## config.mk

```make
export PLATFORM = sky130hd
export DESIGN_NAME = sector_serializer
export DESIGN_NICKNAME = d
export VERILOG_FILES = /design/src/rtl/sector_serializer_pkg.sv /design/src/rtl/sector_serializer_crc16_serial.sv /design/src/rtl/sector_serializer.sv
export SDC_FILE = /design/constraint.sdc
export NUM_CORES = 1
export LEC_CHECK = 0
export CORE_MARGIN = 5
export CORE_UTILIZATION = 35
export DETAILED_ROUTE_END_ITERATION = 8
export GPL_TIMING_DRIVEN = 0
export REMOVE_ABC_BUFFERS = 1
export SLEW_MARGIN = 20
export SYNTH_ARGS = -nofsm -noshare
export SYNTH_HDL_FRONTEND = slang
export SYNTH_HIERARCHICAL = 1
export SYNTH_SLANG_ARGS = --single-unit
export TNS_END_PERCENT = 50
```

## constraint.sdc

```tcl
create_clock -name i_clk2_5 -period 3.9 [get_ports i_clk2_5]
set_input_delay 1.17 -clock i_clk2_5 [delete_from_list [all_inputs] [get_ports i_clk2_5]]
set_output_delay 1.17 -clock i_clk2_5 [all_outputs]
set_load 0.01 [all_outputs]
```

## src/rtl/sector_serializer_pkg.sv

```systemverilog
// sector_serializer_pkg: shared types and constants for the sector serializer.
// The CRC state only exists when SECTOR_SERIALIZER_CRC_EN is defined.
package sector_serializer_pkg;

  typedef enum logic [2:0] {
    IDLE,
    GAP,
    PREAMBLE,
    SYNC,
    DATA,
`ifdef SECTOR_SERIALIZER_CRC_EN
    CRC,
`endif
    POSTAMBLE
  } ser_state_t;

  localparam logic [15:0] CRC16_POLY = 16'h1021;
  localparam logic [15:0] CRC16_INIT = 16'h0000;

  localparam int SECTOR_CYCLES = 3906;
  localparam int STROBE_CYCLES = 120;

  // Cycles from the first GAP cycle through the last POSTAMBLE cycle.
  function automatic int frame_cycles(input int gap_bits, input int preamble_bits,
                                      input int data_words, input int postamble_bits,
                                      input bit crc_en);
    return gap_bits + preamble_bits + 1 + 16 * data_words + (crc_en ? 16 : 0) + postamble_bits;
  endfunction

endpackage

```

## src/rtl/sector_serializer_crc16_serial.sv

```systemverilog
// crc16_serial: bit-serial CRC-16/XMODEM (poly 0x1021, init 0, MSB first).
// Only compiled when SECTOR_SERIALIZER_CRC_EN is defined; the serializer
// carries no CRC hardware otherwise.
`ifdef SECTOR_SERIALIZER_CRC_EN
module crc16_serial
  import sector_serializer_pkg::*;
(
  input  logic        i_clk,
  input  logic        i_rst,
  input  logic        i_clr,
  input  logic        i_bit_en,
  input  logic        i_bit_in,
  output logic [15:0] o_crc
);

  logic [15:0] r_crc;
  logic        w_feedback;

  assign w_feedback = r_crc[15] ^ i_bit_in;
  assign o_crc      = r_crc;

  // Clear on frame launch, otherwise fold in one data bit per enabled cycle.
  always_ff @(posedge i_clk or posedge i_rst) begin
    if (i_rst) begin
      r_crc <= CRC16_INIT;
    end else if (i_clr) begin
      r_crc <= CRC16_INIT;
    end else if (i_bit_en) begin
      r_crc <= {r_crc[14:0], 1'b0} ^ (w_feedback ? CRC16_POLY : 16'h0000);
    end
  end

endmodule
`endif

```

## src/rtl/sector_serializer.sv

```systemverilog
// sector_serializer: emits one sector frame (gap, preamble, sync, data,
// optional CRC, postamble) as NRZ on the 2.5 MHz bit clock, prefetching
// data words one ahead over a request/valid handshake.
// Optional feature macro: SECTOR_SERIALIZER_CRC_EN (appends a CRC-16 field).
module sector_serializer
  import sector_serializer_pkg::*;
#(
  parameter int DATA_WORDS     = 128,
  parameter int GAP_BITS       = 40,
  parameter int PREAMBLE_BITS  = 256,
  parameter int POSTAMBLE_BITS = 16
) (
  input  logic                             i_clk2_5,
  input  logic                             i_rst,
  input  logic                             i_en,
  input  logic                             i_sector_strobe,
  input  logic [4:0]                       i_sector,
  output logic                             o_word_req,
  output logic [4+$clog2(DATA_WORDS)-1:0]  o_word_addr,
  input  logic [15:0]                      i_word_data,
  input  logic                             i_word_valid,
  output logic                             o_read_data,
  output logic                             o_read_gate,
  output logic                             o_busy,
  output logic                             o_underrun
);

  localparam int IDX_W = (DATA_WORDS > 1) ? $clog2(DATA_WORDS) : 1;
  localparam logic [IDX_W-1:0] LAST_WORD = IDX_W'(DATA_WORDS - 1);
`ifdef SECTOR_SERIALIZER_CRC_EN
  localparam bit CRC_ON = 1'b1;
`else
  localparam bit CRC_ON = 1'b0;
`endif

  generate
    if (frame_cycles(GAP_BITS, PREAMBLE_BITS, DATA_WORDS, POSTAMBLE_BITS, CRC_ON)
          > SECTOR_CYCLES - STROBE_CYCLES
        || DATA_WORDS < 1 || DATA_WORDS > 128 || (DATA_WORDS & (DATA_WORDS - 1)) != 0
        || GAP_BITS < 1 || PREAMBLE_BITS < 1 || POSTAMBLE_BITS < 1) begin : g_bad_cfg
      $error("sector_serializer: frame does not fit in a sector or parameters are invalid");
    end
  endgenerate

  ser_state_t       r_state;
  logic             r_strobe_d;
  logic [3:0]       r_sector;
  logic [IDX_W-1:0] r_idx;
  logic [IDX_W-1:0] r_wcnt;
  logic [11:0]      r_cnt;
  logic [3:0]       r_bit;
  logic [14:0]      r_shift;
  logic [15:0]      r_buf;
  logic             r_buf_full;
  logic             r_pending;
  logic             r_word_req;
  logic             r_read_data;
  logic             r_read_gate;
  logic             r_busy;
  logic             r_underrun;

  logic             w_launch;
  logic             w_abort;
  logic             w_last_bit;
  logic             w_last_word;
  logic             w_word_start;
  logic [IDX_W-1:0] w_next_k;
  logic [15:0]      w_fetch_word;
  logic             w_data_bit;
  logic             w_unused_sector;

  assign w_unused_sector = i_sector[4];

  assign w_launch     = r_strobe_d & ~i_sector_strobe & i_en;
  assign w_abort      = ~i_en | ((r_state != IDLE) & ~r_strobe_d & i_sector_strobe);
  assign w_last_bit   = (r_bit == 4'd15);
  assign w_last_word  = (r_wcnt == LAST_WORD);
  assign w_word_start = (r_state == SYNC) || ((r_state == DATA) && w_last_bit && !w_last_word);
  assign w_next_k     = (r_state == SYNC) ? '0 : r_wcnt + 1'b1;
  assign w_fetch_word = r_buf_full ? r_buf : 16'h0000;
  assign w_data_bit   = w_word_start ? w_fetch_word[15] : r_shift[14];

`ifdef SECTOR_SERIALIZER_CRC_EN
  logic        w_shift_data;
  logic [15:0] w_crc;

  assign w_shift_data = w_word_start || ((r_state == DATA) && !w_last_bit);

  crc16_serial u_crc (
    .i_clk    (i_clk2_5),
    .i_rst    (i_rst),
    .i_clr    (w_launch),
    .i_bit_en (w_shift_data),
    .i_bit_in (w_data_bit),
    .o_crc    (w_crc)
  );
`endif

  generate
    if (DATA_WORDS == 1) begin : g_addr_single
      logic w_unused_idx;
      assign w_unused_idx = ^r_idx;
      assign o_word_addr  = r_sector;
    end else begin : g_addr_multi
      assign o_word_addr = {r_sector, r_idx};
    end
  endgenerate

  assign o_word_req  = r_word_req;
  assign o_read_data = r_read_data;
  assign o_read_gate = r_read_gate;
  assign o_busy      = r_busy;
  assign o_underrun  = r_underrun;

  // Frame sequencer: launch/abort, word prefetch, and registered serial outputs.
  always_ff @(posedge i_clk2_5 or posedge i_rst) begin
    if (i_rst) begin
      r_state     <= IDLE;
      r_strobe_d  <= 1'b0;
      r_sector    <= '0;
      r_idx       <= '0;
      r_wcnt      <= '0;
      r_cnt       <= '0;
      r_bit       <= '0;
      r_shift     <= '0;
      r_buf       <= '0;
      r_buf_full  <= 1'b0;
      r_pending   <= 1'b0;
      r_word_req  <= 1'b0;
      r_read_data <= 1'b0;
      r_read_gate <= 1'b0;
      r_busy      <= 1'b0;
      r_underrun  <= 1'b0;
    end else begin
      r_strobe_d <= i_sector_strobe;
      r_word_req <= 1'b0;
      if (w_abort) begin
        r_state     <= IDLE;
        r_busy      <= 1'b0;
        r_read_data <= 1'b0;
        r_read_gate <= 1'b0;
        r_pending   <= 1'b0;
        r_buf_full  <= 1'b0;
      end else if (w_launch) begin
        r_state     <= GAP;
        r_busy      <= 1'b1;
        r_read_data <= 1'b0;
        r_read_gate <= 1'b0;
        r_sector    <= i_sector[3:0];
        r_idx       <= '0;
        r_wcnt      <= '0;
        r_cnt       <= '0;
        r_word_req  <= 1'b1;
        r_pending   <= 1'b1;
        r_buf_full  <= 1'b0;
      end else begin
        if (r_pending && i_word_valid) begin
          r_buf      <= i_word_data;
          r_buf_full <= 1'b1;
          r_pending  <= 1'b0;
        end
        if (w_word_start) begin
          r_shift    <= w_fetch_word[14:0];
          r_bit      <= '0;
          r_wcnt     <= w_next_k;
          r_buf_full <= 1'b0;
          if (!r_buf_full) begin
            r_underrun <= 1'b1;
          end
          if (w_next_k != LAST_WORD) begin
            r_idx      <= w_next_k + 1'b1;
            r_word_req <= 1'b1;
            r_pending  <= 1'b1;
          end else begin
            r_pending <= 1'b0;
          end
        end
        case (r_state)
          IDLE: begin
          end
          GAP: begin
            if (r_cnt == 12'(GAP_BITS - 1)) begin
              r_state     <= PREAMBLE;
              r_read_gate <= 1'b1;
              r_read_data <= 1'b0;
              r_cnt       <= '0;
            end else begin
              r_cnt <= r_cnt + 1'b1;
            end
          end
          PREAMBLE: begin
            if (r_cnt == 12'(PREAMBLE_BITS - 1)) begin
              r_state     <= SYNC;
              r_read_data <= 1'b1;
            end else begin
              r_cnt <= r_cnt + 1'b1;
            end
          end
          SYNC: begin
            r_state     <= DATA;
            r_read_data <= w_data_bit;
          end
          DATA: begin
            if (w_last_bit && w_last_word) begin
`ifdef SECTOR_SERIALIZER_CRC_EN
              r_state     <= CRC;
              r_shift     <= w_crc[14:0];
              r_bit       <= '0;
              r_read_data <= w_crc[15];
`else
              r_state     <= POSTAMBLE;
              r_read_gate <= 1'b0;
              r_read_data <= 1'b0;
              r_cnt       <= '0;
`endif
            end else begin
              r_read_data <= w_data_bit;
              if (!w_last_bit) begin
                r_shift <= {r_shift[13:0], 1'b0};
                r_bit   <= r_bit + 1'b1;
              end
            end
          end
`ifdef SECTOR_SERIALIZER_CRC_EN
          CRC: begin
            if (w_last_bit) begin
              r_state     <= POSTAMBLE;
              r_read_gate <= 1'b0;
              r_read_data <= 1'b0;
              r_cnt       <= '0;
            end else begin
              r_read_data <= r_shift[14];
              r_shift     <= {r_shift[13:0], 1'b0};
              r_bit       <= r_bit + 1'b1;
            end
          end
`endif
          POSTAMBLE: begin
            if (r_cnt == 12'(POSTAMBLE_BITS - 1)) begin
              r_state <= IDLE;
              r_busy  <= 1'b0;
            end else begin
              r_cnt <= r_cnt + 1'b1;
            end
          end
          default: begin
            r_state <= IDLE;
          end
        endcase
      end
    end
  end

endmodule

```

Yosys cells after proc, flatten, opt, wreduce, memory -nomap -nowiden
Cells that the tools add are included.
- add/subtract/negate cells: 4
- equal/unequal tests: 19
- reductions and logical operators: 27
- bitwise operators: 11
- muxes and demuxes: 56
- operators with widths (cell ; number):
    two-way mux 12 bit ; 5
    two-way mux 15 bit ; 4
    one-hot mux 12 bit (4 select lines) ; 1
    two-way mux 7 bit ; 6
    two-way mux 1 bit ; 26
    two-way mux 3 bit ; 6
    one-hot mux 3 bit (6 select lines) ; 1
    two-way mux 16 bit ; 1
    two-way mux 4 bit ; 4
    adder 7 x 1 -> 7 bit (second input constant) ; 2
    adder 12 x 1 -> 12 bit (second input constant) ; 1
    equality test 12 x 4 -> 1 bit (second input constant) ; 1
    equality test 12 x 6 -> 1 bit (second input constant) ; 1
    equality test 12 x 8 -> 1 bit (second input constant) ; 1
    != test 4 bit (second input constant) ; 3
    AND reduction 3 bit ; 4
    AND reduction 5 bit ; 2
    != test 3 bit (second input constant) ; 3
    nonzero test 3 bit ; 3
    AND reduction 2 bit ; 4
    nonzero test 4 bit ; 2
    equality test 7 bit (second input constant) ; 1
    != test 7 bit (second input constant) ; 1
    equality test 3 x 2 -> 1 bit (second input constant) ; 2
    other kinds (19) ; 32
- word-level logic and storage cells: 133
- bits in registers: 76

Longest topological paths before layout
- word-level depth: 9
- mapped depth: 9

Least setup slack after synthesis
OpenSTA, ideal clock, no wires.
- path kind: input-to-reg
- start point: input port i_sector_strobe
- end point: register r_idx[0]
- arrival: 2306 ps
- stages on the path: 5
- library setup time: 125 ps
- slack: 1469 ps
- path through: nor2b_1 -> and2_1 -> o21bai_2 -> a31oi_4 -> mux2_4
- cells in the longest elaborated chain, start to end: 5
- elaborated cells between the ends (all ways): 10
- RTL lines (item ; RTL line ; source):
    start: declaration ; sector_serializer.sv:16 ; input logic i_sector_strobe,
    NOT 1 bit ; sector_serializer.sv:74 ; assign w_launch = r_strobe_d & ~i_sector_strobe & i_en;
    AND 1 bit (2 in a row) ; sector_serializer.sv:74 ;
    nonzero test 2 bit (no source line) ; n/a ;
    AND reduction 3 bit (no source line) ; n/a ;
    end signal: assignment ; sector_serializer.sv:171 ; r_idx <= w_next_k + 1'b1;
    end: declaration ; sector_serializer.sv:48 ; logic [IDX_W-1:0] r_idx;
Several ways; a longest one is shown, not always the timed one.
A chain may end at the register's enable or synchronous reset.

Worst setup path after layout
- start point: input port i_sector_strobe
- end point: register r_shift[4]
- cells in the longest elaborated chain, start to end: 5
- elaborated cells between the ends (all ways): 8
- RTL lines (item ; RTL line ; source):
    NOT 1 bit ; sector_serializer.sv:74 ;
    AND 1 bit (2 in a row) ; sector_serializer.sv:74 ;
    NOT 1 bit (no source line) ; n/a ;
    AND reduction 2 bit (no source line) (*) ; n/a ;
    end signal: assignment ; sector_serializer.sv:163 ; r_shift <= w_fetch_word[14:0];
    end signal: assignment ; sector_serializer.sv:219 ; r_shift <= {r_shift[13:0], 1'b0};
    end: declaration ; sector_serializer.sv:52 ; logic [14:0] r_shift;
Mark *: on every way between the ends. The rest lies on a longest branch, timed or not.

==> metrics.csv <==
metric;value;unit
outcome;complete, no violations;
Hold Crit Class;reg -> reg;
Setup crit end kind;flip-flop;
CP Max Fanout;16;
CTS Hold Bufs;0;
final setup vio count;0;
total iterations of the first detailed-routing run;4;
Clock Skews;0.0180;ns
CTS max path bufs;2;
Clk pwr share;0.371;
Reg power frac;0.512;
# diodes;0;
clk slew on worst S/H paths;0.09;ns
Core Util, Final;0.424;
Remaining DRCs;0;
leading cell type in the layout, fill and taps excluded;dfrtp_1;
CTS resizes;0;
most used flip-flop cell after synthesis;dfrtp_1;
Required @ worst endpoint;4.14;ns
most frequent cells in the layout;dfrtp_1 (76), nor2_1 (46), clkdlybuf4s50_1 (40), nand2_1 (34), a21oi_1 (24);
WP data arrival;3.68;ns
period utilisation layout;0.881;
number of enable flip-flop cells after synthesis;0;
Comb pwr share;0.117;
fill count;1050;
Async SR Flop Fraction;1.00;
final critical-path required period;3.44;ns
Routability Congestion;0.809;
TritonCTS clock tree;built;
pre-CTS WS;-0.0770;ns
Layout area overhead;19.6;%
final max-slew violation count;0;
fmax;291;MHz
DR vias;2942;
Simple-Gate Fraction of Synth Area;0.203;
Routed Antenna Nets;0;
Post-CTS Setup Bufs;0;
Slew headroom;0.463;
main combinational cell family by area after synthesis;simple AND/OR/NAND/NOR gates;
Clk Latency, worst-skew pair;0.36;ns
synthesized netlist cell count;380;
Sw Share;0.259;
critical path type;in -> reg;
VDD IR max;0.222;mV
RSZ-0062 raised after global routing;no;
post-DR wirelength/cell;14.6;µm
post-synthesis sequential area ratio;0.499;
global route overflow;0;
max cap viols;0;
core area;10700;µm²
Initial Utilization;0.354;
Post-Synth XOR/XNOR Area;0.0161;
Leak;1.98;nW
row cnt;38;
Synth Area in Adders;0.0131;
clk sinks;76;
Die ar.;13100;µm²
DRT Wirelength;8210;µm
final hold violations;0;
GRT Util Overall;0.133;
final setup margin;0.464;ns
first-pass GRT wire length;14100;µm
Post-Synthesis Cell Area;3810;µm²
Synth Area in Compound Gates;0.162;
# port buffers;40;
largest net degree at the start of global routing;46;
Total Power;1.86;mW
Psw;483;µW
Synth cell types;59;
Yosys Warn Count;6;
Yosys reg bits;76;
DR vias/cell;5.23;
number of global-route vias before repair;2884;
pwr dens;408;nW/µm²
share of layout cells above drive strength 1;0.130;
critical path launch point type;input pin;
post-synthesis mux area share;0.0765;
Final HPWL DP;5590;µm
Die Y;114;µm
deepest level of the CTS H-tree;3;
chip width;114;µm
Slew @ Worst Pin;0.803;ns
initial antenna violation count;0;
I/O pin count;42;
Pint;1.38;mW
Iteration-0 DRC Markers;197;
nets@finish;447;
TritonCTS Buffers;9;
Avg Inst Size Synth;10.0;µm²
clock root cell;clkbuf_8;
-- metal layers --
| metal | track usage | share of wire | vias to the layer above |
|---|---|---|---|
| li1 | - | - | 1454 |
| met1 | 0.185 | 0.47 | 1422 |
| met2 | 0.206 | 0.47 | 58 |
| met3 | 0.0206 | 0.045 | 8 |
| met4 | 0.0538 | 0.013 | 0 |
| met5 | 0 | 0 | - |
-- flip-flops by register name, summed over array words and instances (netlist names) --
register     cells
r_bit            4
r_pending        1
r_sector         4
r_shift         15
o_busy           1
r_wcnt           7
r_state          3
o_read_gate      1
o_read_data      1
o_word_req       1
r_buf_full       1
r_cnt           12
o_underrun       1
r_buf           16
r_idx            7
r_strobe_d       1
-- stage by stage --
stage	instance area (µm²)	hold slack (ns)	instances	setup TNS, ns
after floorplan	3720	0.446	364	0
after global placement	4290	0.458	544	-46.29
after detailed placement	4320	0.466	545	-0.795
after CTS	4550	0.485	561	0
after global routing	4560	0.502	562	0
final	4560	0.478	562	0
-- critical path, cell delays in order --
cell	delay [ns]
clkdlybuf4s50_1	0.52
nand2b_1	0.11
o211ai_1	0.42
buf_2	0.31
a21o_1	0.45
nand2_1	0.42
nor2_1	0.21
nor3_1	0.07
-- path summary, 6_finish.rpt --
check                      depth (start not counted)       startpoint  slack (ns)          end
setup / recovery                                   8  i_sector_strobe        0.46   r_shift[4]
hold / removal                                     2      r_sector[2]        0.48  r_sector[2]
setup reg to reg                                   6        r_cnt[10]        0.91     r_cnt[5]
hold reg to reg                                    2      r_sector[2]        0.48  r_sector[2]
max in group asynchronous                          3            i_rst        2.15    r_wcnt[2]
min in group asynchronous                          2            i_rst        1.17     r_cnt[3]
-- cell type report --
type | instances | area, µm² | share of cell area
Clock buffer | 9 | 124 | 0.0272
Clock inverter | 7 | 105 | 0.0231
Inverter | 6 | 25.0 | 0.00549
Multi-Input combinational cell | 282 | 1790 | 0.393
Sequential cell | 76 | 1900 | 0.417
Tap cell | 140 | 175 | 0.0384
Timing Repair Buffer | 42 | 433 | 0.0950
-- kinds of logic (layout without fill, tap and decap cells) --
| logic type | count (synthesis) | count (layout) |
|---|---|---|
| buf+inv | 22 | 64 |
| compound gates | 90 | 90 |
| simple gates | 156 | 156 |
| fa+ha+maj | 4 | 4 |
| flops | 76 | 76 |
| xor+xnor | 7 | 7 |
| mux | 25 | 25 |
-- power by group through the flow --
stage               combinational (mW)  clock, mW  sequential (mW)
floorplan                        0.135          0            0.957
global route                     0.244      0.747            0.969
global placement                 0.208          0            0.966
detailed placement               0.221          0            0.969
CTS                              0.222      0.707            0.953
finish                           0.217      0.691            0.952
-- synthesized netlist by cell type (3+ instances only) --
cell	n	share of area
and3_1	4	0.0066
a31oi_1	3	0.0049
a22o_1	8	0.018
a21oi_1	24	0.032
o31ai_1	10	0.020
buf_2	4	0.0053
nand2b_1	4	0.0066
mux2_4	4	0.016
buf_6	3	0.0089
nand2_1	34	0.034
o21ai_0	10	0.013
inv_1	6	0.0059
nand3_1	16	0.021
mux2_2	17	0.050
mux2i_1	4	0.011
dfrtp_1	76	0.50
xnor2_1	4	0.0092
nor2b_1	6	0.0099
nor2_1	46	0.045
ha_1	4	0.013
xor2_1	3	0.0069
or3_1	3	0.0049
and2_1	3	0.0049
clkbuf_1	8	0.0079
nor3_1	21	0.028
nand2_2	3	0.0049
o21ai_1	11	0.014
No activity file was read; power rests on OpenSTA's default activity.
